## config.mk

```make
export PLATFORM = sky130hd
export DESIGN_NAME = uart_tx_unit
export DESIGN_NICKNAME = d
export VERILOG_FILES = /design/src/rtl/uart_tx_unit.sv
export SDC_FILE = /design/constraint.sdc
export NUM_CORES = 1
export LEC_CHECK = 0
export ABC_CLOCK_PERIOD_IN_PS = 1800
export BUFFER_PORTS_ARGS = -buffer_cell sky130_fd_sc_hd__buf_4
export CAP_MARGIN = 20
export CORE_MARGIN = 2
export CORE_UTILIZATION = 29
export CTS_CLUSTER_DIAMETER = 120
export DETAILED_ROUTE_END_ITERATION = 12
export HOLD_SLACK_MARGIN = 0.1
export PLACE_DENSITY = 0.52
export SETUP_SLACK_MARGIN = 0.4
export SYNTH_ARGS = -nofsm -noshare
export SYNTH_HDL_FRONTEND = slang
export SYNTH_SLANG_ARGS = --single-unit
```

## constraint.sdc

```tcl
create_clock -name Sample_clk -period 1.8 [get_ports Sample_clk]
set_input_delay 0.09 -clock Sample_clk [delete_from_list [all_inputs] [get_ports Sample_clk]]
set_output_delay 0.09 -clock Sample_clk [all_outputs]
set_load 0.05 [all_outputs]
```

## src/rtl/uart_tx_unit.sv

```systemverilog
// UART transmitter: control FSM plus datapath (data register, frame shift
// register, sample counter, bit counter). Frames are start(0), data LSB
// first, stop(1); each bit is held for OVERSAMPLE Sample_clk cycles.
module uart_tx_unit #(
    parameter int word_size      = 8,
    parameter int OVERSAMPLE     = 8,
    parameter int SC_bits        = 3,
    parameter int BC_bits        = 4,
    parameter int Num_state_bits = 2
) (
    input  logic                 Sample_clk,
    input  logic                 rst,
    input  logic [word_size-1:0] Data_Bus,
    input  logic                 Load_XMT_datareg,
    input  logic                 Byte_ready,
    input  logic                 T_byte,
    output logic                 Serial_out,
    output logic                 busy,
    output logic                 done
);

    typedef enum logic [Num_state_bits-1:0] {
        IDLE    = 'd0,
        WAITING = 'd1,
        SENDING = 'd2
    } state_t;

    localparam logic [SC_bits-1:0] SC_LAST  = SC_bits'(OVERSAMPLE - 1);
    localparam logic [BC_bits-1:0] BC_STOP  = BC_bits'(word_size + 1);

    state_t               state, next_state;
    logic [word_size-1:0] XMT_datareg;
    logic [word_size:0]   XMT_shftreg;
    logic [SC_bits-1:0]   sample_count;
    logic [BC_bits-1:0]   bit_count;

    logic load_data;
    logic load_shftreg;
    logic start_frame;
    logic shift_bit;
    logic clr_counters;
    logic inc_sample;
    logic done_set;

    // Next-state and datapath control decode
    always_comb begin
        next_state   = state;
        load_data    = 1'b0;
        load_shftreg = 1'b0;
        start_frame  = 1'b0;
        shift_bit    = 1'b0;
        clr_counters = 1'b0;
        inc_sample   = 1'b0;
        done_set     = 1'b0;
        case (state)
            IDLE: begin
                load_data = Load_XMT_datareg;
                if (Byte_ready) begin
                    load_shftreg = 1'b1;
                    next_state   = WAITING;
                end
            end
            WAITING: begin
                load_data = Load_XMT_datareg;
                if (T_byte) begin
                    start_frame  = 1'b1;
                    clr_counters = 1'b1;
                    next_state   = SENDING;
                end
            end
            SENDING: begin
                if (sample_count == SC_LAST) begin
                    if (bit_count < BC_STOP) begin
                        shift_bit = 1'b1;
                    end else begin
                        clr_counters = 1'b1;
                        done_set     = 1'b1;
                        next_state   = IDLE;
                    end
                end else begin
                    inc_sample = 1'b1;
                end
            end
            default: next_state = IDLE;
        endcase
    end

    // State register
    always_ff @(posedge Sample_clk) begin
        if (rst) state <= IDLE;
        else     state <= next_state;
    end

    // Host data register; the shift register load sees the pre-edge value
    always_ff @(posedge Sample_clk) begin
        if (rst)            XMT_datareg <= '0;
        else if (load_data) XMT_datareg <= Data_Bus;
    end

    // Frame shift register: LSB drives the line, ones fill from the MSB
    always_ff @(posedge Sample_clk) begin
        if (rst)               XMT_shftreg <= '1;
        else if (load_shftreg) XMT_shftreg <= {XMT_datareg, 1'b1};
        else if (start_frame)  XMT_shftreg[0] <= 1'b0;
        else if (shift_bit)    XMT_shftreg <= {1'b1, XMT_shftreg[word_size:1]};
    end

    // Sample and bit counters
    always_ff @(posedge Sample_clk) begin
        if (rst || clr_counters) begin
            sample_count <= '0;
            bit_count    <= '0;
        end else if (shift_bit) begin
            sample_count <= '0;
            bit_count    <= bit_count + 1'b1;
        end else if (inc_sample) begin
            sample_count <= sample_count + 1'b1;
        end
    end

    // One-cycle completion pulse, registered on the edge entering idle
    always_ff @(posedge Sample_clk) begin
        if (rst) done <= 1'b0;
        else     done <= done_set;
    end

    assign Serial_out = XMT_shftreg[0];
    assign busy       = (state == SENDING);

endmodule

```

==> flow_summary.yaml, run 1 <==
logic_synthesis:
  synth_edf_count: 0
  synth_area_um2: 1330
  synthesis.nets: 157
  synth_most_common_cell: "dfxtp_1"
  syn_area_per_cell_um2: 9.82
  ys_warn_count: 0
  synthTopCellsByCount: "27 x dfxtp_1, 21 x mux2i_1, 19 x nor2_1"
  synthFlopType: "dfxtp_1"
  yosysUniqueCellTypes: 29
  synthTopCellsByArea: "dfxtp_1 41%, mux2i_1 16%, ha_1 8.5%"
  synthArstFlopShare_pct: 0
  ys_ff_latch: 27
  synth_top_area_share_pct: 40.8
  seq_area_frac_synth_pct: 40.8
  synth_area_leader_cell: "dfxtp_1"
  synthCells: 135
critical_path:
  cp_slowest_stage_delay_ps: 360
  cp_cell_sequence: "ha_4 -> ha_4 -> and2b_2 -> a2111oi_4 -> mux2i_1"
  r2r-start: "sample_count[0]$_SDFFE_PP0P_"
  worst-r2r-cell-count: 5
  critPathTopFamily: "flip-flops"
  slowest_stage: "dfxtp_2"
  rr_endpoint: "state[0]$_SDFFE_PP0P_"
  critical_path.most_common_cell: "ha_4"
  worstPathRequired_ps: 1990
  worstSetupEndpointType: "flop"
  path_class: "flop to flop"
  cp-start-kind: "flop"
  worst-path-buf-inv: 0
  rrSetupSlack_ps: 310
  worstPathArrival_ps: 1690
  critPathMaxFanout: 3
drt:
  drc: 0
  first_pass_iters: 4
  drt_wl_total_um: 2920
  routedWlPerCell_um: 13.0
  dr.first_iter.drc_count: 32
  num_vias: 1094
  vias_per_cell: 4.88
  ant_nets: 0
cts:
  clkTransAtPathRegs_ps: 100
  clk_root_buffer_cell: "clkbuf_8"
  tritoncts: "done"
  numCtsBuffers: 3
  cts_buffer_depth: 2
  clk_latency_ps: 270
  cts_sinks: 27
  htree_num_levels: 1
timing:
  fin_crit_sh_pct: 82.9
  min_period_ps: 1490
  rsz0062_at_grt: "yes"
  maxSlewHeadroom_pct: 75.9
  clock_skew_ps: 7.86
  setup_slack_ps: 308
  final_hold_viol_count: 0
  setup_viol: 0
  tightest_slew_ps: 361
  fmax_mhz: 670
  fin_setup_tns_ps: 0
  maxSlewViolCount: 0
placed_design:
  dpl_worst_slack_ps: 178
  gp_congestion: 0.685
  dp_hpwl_um: 2000
  numPortBuffers: 15
floorplan:
  start_util_pct: 30.3
  die_h_um: 71.6
  die_area_um2: 5130
  ios: 16
  core.rowCount: 24
  core_um2: 4380
  die_w_um: 71.6
finish:
  syn2layout_area_growth_pct: 44.0
  fillCellCount: 416
  n_antenna_cell: 0
  drive_above_1_share_pct: 37.8
  nNetsFinal: 195
worst_hold_path:
  whs_endpoint: "XMT_shftreg[0]$_SDFFE_PP1P_"
  hold_path_startpoint: "T_byte"
  hp-class: "primary input to flop"
  hold_depth: 3
power:
  leakagePower_nw: 0.834
  seq_power_share_pct: 39.4
  power_switching_uw: 675
  switching_share_pct: 33.6
  pwr-share-clk_pct: 17.2
  irDropWorstVdd_v: 0.000566
  p_per_area_nw_per_um2: 1050
  comb_power_share_pct: 43.5
  p_int_mw: 1.33
global_route:
  grt_first_pass_wirelength_um: 4960
  overflow: 0
  antenna_found_initial: 0
  grt_max_degree: 33
  grt_pass1_vias: 1098
  grt_use_total_pct: 12.2
job:
  cap_viol_max_count: 0
run_status:
  outcome: "completed"
==> power by group through the flow <==
| stage | logic [mW] | registers, mW | clock network (mW) |
|---|---|---|---|
| 2_1_floorplan | 0.530 | 0.784 | 0 |
| 3_3_place_gp | 0.621 | 0.790 | 0 |
| 3_5_place_dp | 0.638 | 0.795 | 0 |
| 4_1_cts | 0.822 | 0.782 | 0.367 |
| 5_1_grt | 0.953 | 0.805 | 0.386 |
| 6_report | 0.872 | 0.790 | 0.345 |
==> placed cells by master (no fill, tap or decap), types with 2 or more instances in the layout <==
| cell | n |
|---|---|
| and3_1 | 6 |
| dlygate4sd3_1 | 8 |
| clkbuf_8 | 3 |
| nand2b_1 | 5 |
| dfxtp_2 | 4 |
| mux2i_1 | 21 |
| nor3_1 | 6 |
| ha_4 | 6 |
| a211oi_2 | 2 |
| nor2_1 | 19 |
| dfxtp_1 | 21 |
| ha_1 | 3 |
| a211oi_1 | 4 |
| buf_6 | 3 |
| inv_2 | 3 |
| dfxtp_4 | 2 |
| a21oi_1 | 2 |
| nand2_4 | 2 |
| nor2b_1 | 2 |
| buf_4 | 25 |
==> logic make-up after synthesis <==
kind of cell             after synthesis  synth area share [%]
buffers and inverters                  8                  2.26
AO/OA/AOI/OAI                         18                  11.6
multiplexers                          21                  15.8
flip-flops                            27                  40.8
AND/OR/NAND/NOR                       50                  19.7
XOR/XNOR                               2                  1.32
adder cells (fa/ha/maj)                9                  8.49
==> flip-flops by register name (all words and copies together) (netlist names) <==
| signal | flops |
|---|---|
| XMT_shftreg | 9 |
| XMT_datareg | 8 |
| bit_count | 4 |
| sample_count | 3 |
| state | 2 |
| done | 1 |
==> metal layers <==
| metal | global-route usage, % | share of wire [%] |
|---|---|---|
| met1 | 14.6 | 46 |
| met2 | 21.5 | 49 |
| met3 | 3.09 | 3.5 |
| met4 | 3.77 | 1.1 |
| met5 | 0 | 0 |
==> through the flow <==
step / total power [mW] / std cells / hold WS, ps / util (%) / cell area [µm²]
finish: 2.01 / 224 / 194 / 43.6 / 1910
global route: 2.14 / 224 / 190 / 43.6 / 1910
CTS: 1.97 / 221 / 184 / 41.9 / 1840
detailed placement: 1.43 / 198 / 327 / 35.4 / 1550
global placement: 1.41 / 198 / 321 / 35.4 / 1550
floorplan: 1.31 / 135 / 234 / - / 1400
==> final cells by class <==
| class | instances | area, µm² | area share (%) |
|---|---|---|---|
| Tap cell | 52 | 65.1 | 3.41 |
| Timing Repair Buffer | 37 | 322 | 16.8 |
| Clock buffer | 4 | 45.0 | 2.36 |
| Inverter | 4 | 20.0 | 1.05 |
| Multi-Input combinational cell | 100 | 905 | 47.4 |
| Sequential cell | 27 | 553 | 29.0 |
==> worst max path at each step <==
stage                                      start               endpoint  cells after the start
floorplan                  state[0]$_SDFFE_PP0P_  state[0]$_SDFFE_PP0P_                      5
finish              sample_count[0]$_SDFFE_PP0P_  state[0]$_SDFFE_PP0P_                      5
global placement    sample_count[0]$_SDFFE_PP0P_  state[0]$_SDFFE_PP0P_                      5
detailed placement  sample_count[0]$_SDFFE_PP0P_  state[1]$_SDFFE_PP0P_                      5
CTS                    bit_count[0]$_SDFFE_PP0P_  state[1]$_SDFFE_PP0P_                      6
global route               state[1]$_SDFFE_PP0P_  state[1]$_SDFFE_PP0P_                      5
==> tightest hold or removal path: stages <==
cell and delay (ps):
buf_4 80, and2_4 160, o21ai_0 80
==> what timing repair did <==
item                                    4_1_cts  5_1_grt
hold buffers                                  8        0
endpoints found under the setup margin       26       26
gates resized for setup                      15       12
hold endpoints to repair                      8        0
setup buffers                                11        3
pin swaps                                     7        7
Note: power is estimated with default switching activity, not from simulation.
==> inputs of run 2 (changes only) <==
- ABC_AREA: not set -> 1
- ABC_CLOCK_PERIOD_IN_PS: 1800 -> 1300
- PLACE_DENSITY: 0.52 -> 0.53
- clock period: 1.8 -> 1.3 ns (I/O delays scaled with it)
==> run 2 against run 1 <==
Effect of this change:
- sequential share of layout area fell by 3.1 points
- clock power rose by 45%
- cell count rose by 25%
- clock skew fell by 3.7 ps
- synthesized cell count rose by 37%
- maximum frequency rose by 16%
- worst hold slack got worse by 10 ps
- worst setup slack got worse by 290 ps
- first-iteration DRC count rose by 22%
- sequential cell count did not move
- via count rose by 11%
- critical endpoint is now sample_count[1]$_SDFFE_PP0P_
==> flow_summary.yaml, run 2 <==
finish:
  final_core_util_pct: 48.4
  n_antenna_cell: 0
  largest-register: "XMT_shftreg"
  mostFrequentLayoutCell: "nand2_1"
  final_cell_mix: "29 x nand2_1, 28 x buf_4, 21 x dfxtp_1"
  drive_above_1_share_pct: 45.9
  largest_reg_flops: 9
  finalInstanceArea_um2: 2140
  reg_top3: "XMT_shftreg (9), XMT_datareg (8), bit_count (4)"
  syn2layout_area_growth_pct: 58.5
  nNetsFinal: 252
timing:
  setup_viol: 0
  fin_setup_tns_ps: 0
  maxSlewViolCount: 0
  clock_skew_ps: 4.17
  rsz0062_at_grt: "yes"
  fin_crit_sh_pct: 98.6
  fmax_mhz: 780
  final_hold_viol_count: 0
  maxSlewHeadroom_pct: 79.8
  min_period_ps: 1280
  worst_hold_slack_ps: 184
  setup_slack_ps: 18.2
  tightest_slew_ps: 302
drt:
  routedWlPerCell_um: 10.9
  dr.first_iter.drc_count: 39
  vias_per_cell: 4.32
  ant_nets: 0
  drc: 0
  first_pass_iters: 4
  num_vias: 1215
  drt_wl_total_um: 3060
critical_path:
  cp.depth: 9
  critical_path.most_common_cell: "nand2_4"
  worstSetupEndpointType: "flop"
  worst-r2r-cell-count: 9
  worstPathRequired_ps: 1480
  path_class: "flop to flop"
  slowest_stage: "dfxtp_2"
  setup.worst_path.start: "sample_count[0]$_SDFFE_PP0P_"
  cp_slowest_stage_delay_ps: 360
  critPathTopFamily: "simple AND/OR/NAND/NOR gates"
  worstPathArrival_ps: 1460
  cp_cell_sequence: "ha_4 -> ha_4 -> nand2_4 -> inv_8 -> nand3_4 -> nand2_4 -> nand2_4 -> nand3_4 -> nor2_1"
  rrSetupSlack_ps: 20
  critPathMaxFanout: 5
  cp-start-kind: "flop"
  worst-path-buf-inv: 1
  r2r-start: "sample_count[0]$_SDFFE_PP0P_"
power:
  seq_power_share_pct: 32.6
  p_int_mw: 2.13
  pwr-share-clk_pct: 14.0
  switching_share_pct: 40.1
  leakagePower_nw: 0.942
  comb_power_share_pct: 53.4
  power_switching_mw: 1.42
  irDropWorstVdd_v: 0.000815
  p_per_area_nw_per_um2: 1660
logic_synthesis:
  synthFlopType: "dfxtp_1"
  synthTopCellsByArea: "dfxtp_1 40%, nand2_1 11%, ha_1 8.4%"
  synth_area_um2: 1350
  synthXorXnorAreaFrac_pct: 1.30
  synth-adder-area-share_pct: 8.36
  ys_ff_latch: 27
  syn_area_per_cell_um2: 7.28
  synth_top_area_share_pct: 40.1
  synthArstFlopShare_pct: 0
  synth_edf_count: 0
  ys_warn_count: 0
  seq_area_frac_synth_pct: 40.1
  synth_top_family_by_area: "simple AND/OR/NAND/NOR gates"
  synthMuxAreaShare_pct: 0
  synth-compound-area-share_pct: 9.66
  synthTopCellsByCount: "41 x nand2_1, 27 x dfxtp_1, 25 x inv_1"
  yosys.area_share.simple_pct: 30.9
  synthCells: 185
  synth_area_leader_cell: "dfxtp_1"
  yosysUniqueCellTypes: 23
  synthesis.nets: 207
  synth_most_common_cell: "nand2_1"
worst_hold_path:
  hold_depth: 5
  hold_path_startpoint: "Load_XMT_datareg"
  hp-class: "primary input to flop"
floorplan:
  die_area_um2: 5210
  ios: 16
  core.rowCount: 24
  die_h_um: 72.2
  core_um2: 4410
  start_util_pct: 30.5
  die_w_um: 72.2
placed_design:
  dpl_worst_slack_ps: -9.69
  place_area_um2: 1680
  numPortBuffers: 15
  dp_hpwl_um: 2050
  gp_congestion: 0.745
global_route:
  grt_pass1_vias: 1104
  grt_use_total_pct: 12.0
  antenna_found_initial: 0
  grt_first_pass_wirelength_um: 4980
  grt_max_degree: 19
  overflow: 0
cts:
  numCtsBuffers: 3
  clkTransAtPathRegs_ps: 100
  cts_sinks: 27
  cts_buffer_depth: 2
  clk_root_buffer_cell: "clkbuf_8"
  clk_latency_ps: 280
  htree_num_levels: 1
  tritoncts: "done"
job:
  cap_viol_max_count: 0
run_status:
  outcome: "completed"
==> run 2: repair_timing <==
action,4_1_cts,5_1_grt
endpoints found under the setup margin,28,29
pin swaps,11,17
hold endpoints to repair,12,0
hold buffers,9,0
resized for setup,33,47
cloned,1,0
setup buffers,2,3
==> run 2: cells by family (layout without fill, tap and decap cells) <==
logic type,Yosys count,count (layout)
AO/OA/AOI/OAI,24,24
XOR/XNOR,2,2
adder cells (fa/ha/maj),9,9
buffers and inverters,32,75
flip-flops,27,27
AND/OR/NAND/NOR,91,92
==> run 2: path summary, 6_finish.rpt <==
| check | to |
|---|---|
| worst min-delay path | XMT_datareg[1]$_SDFFE_PP0P_ |
| worst min register to register | XMT_datareg[3]$_SDFFE_PP0P_ |
| worst max-delay path | sample_count[1]$_SDFFE_PP0P_ |
| worst max register to register | sample_count[1]$_SDFFE_PP0P_ |
==> run 2: layout make-up <==
type / instances / area, µm²
multi-input combinational: 127 / 967
tap: 52 / 65.1
timing repair buffer: 44 / 388
fill: 419 / 2280
clock inverter: 1 / 7.51
sequential: 27 / 553
clock buffer: 3 / 41.3
inverter: 27 / 114
==> run 2: power groups by stage <==
| stage | Clock, mW | Sequential (mW) | Combinational (mW) |
|---|---|---|---|
| final | 0.499 | 1.16 | 1.89 |
| after global routing | 0.552 | 1.18 | 2.10 |
| after CTS | 0.514 | 1.14 | 1.58 |
| after detailed placement | 0 | 1.13 | 1.31 |
| after global placement | 0 | 1.13 | 1.33 |
| after floorplan | 0 | 1.14 | 0.976 |
==> run 2: worst min-delay path: cells and delay by family <==
| family | cells | cell delay [ps] |
|---|---|---|
| simple gates | 2 | 110 |
| buf+inv | 2 | 180 |
| compound gates | 1 | 70 |
==> run 2: through the flow <==
stage | instances | power (mW)
5_1_grt | 281 | 3.83
3_5_place_dp | 262 | 2.44
6_report | 281 | 3.55
2_1_floorplan | 185 | 2.11
4_1_cts | 278 | 3.24
3_3_place_gp | 262 | 2.46
==> run 2: metal layers <==
layer  part of all wire (%)  global-route usage (%)  wire length [µm]  vias up
met5                      0                       0                 0        -
met4                    1.3                    4.40                39        0
met3                    1.8                    1.67                55        4
met2                     47                    19.7              1440       11
met1                     50                    16.2              1520      531
li1                       -                       -                 -      669
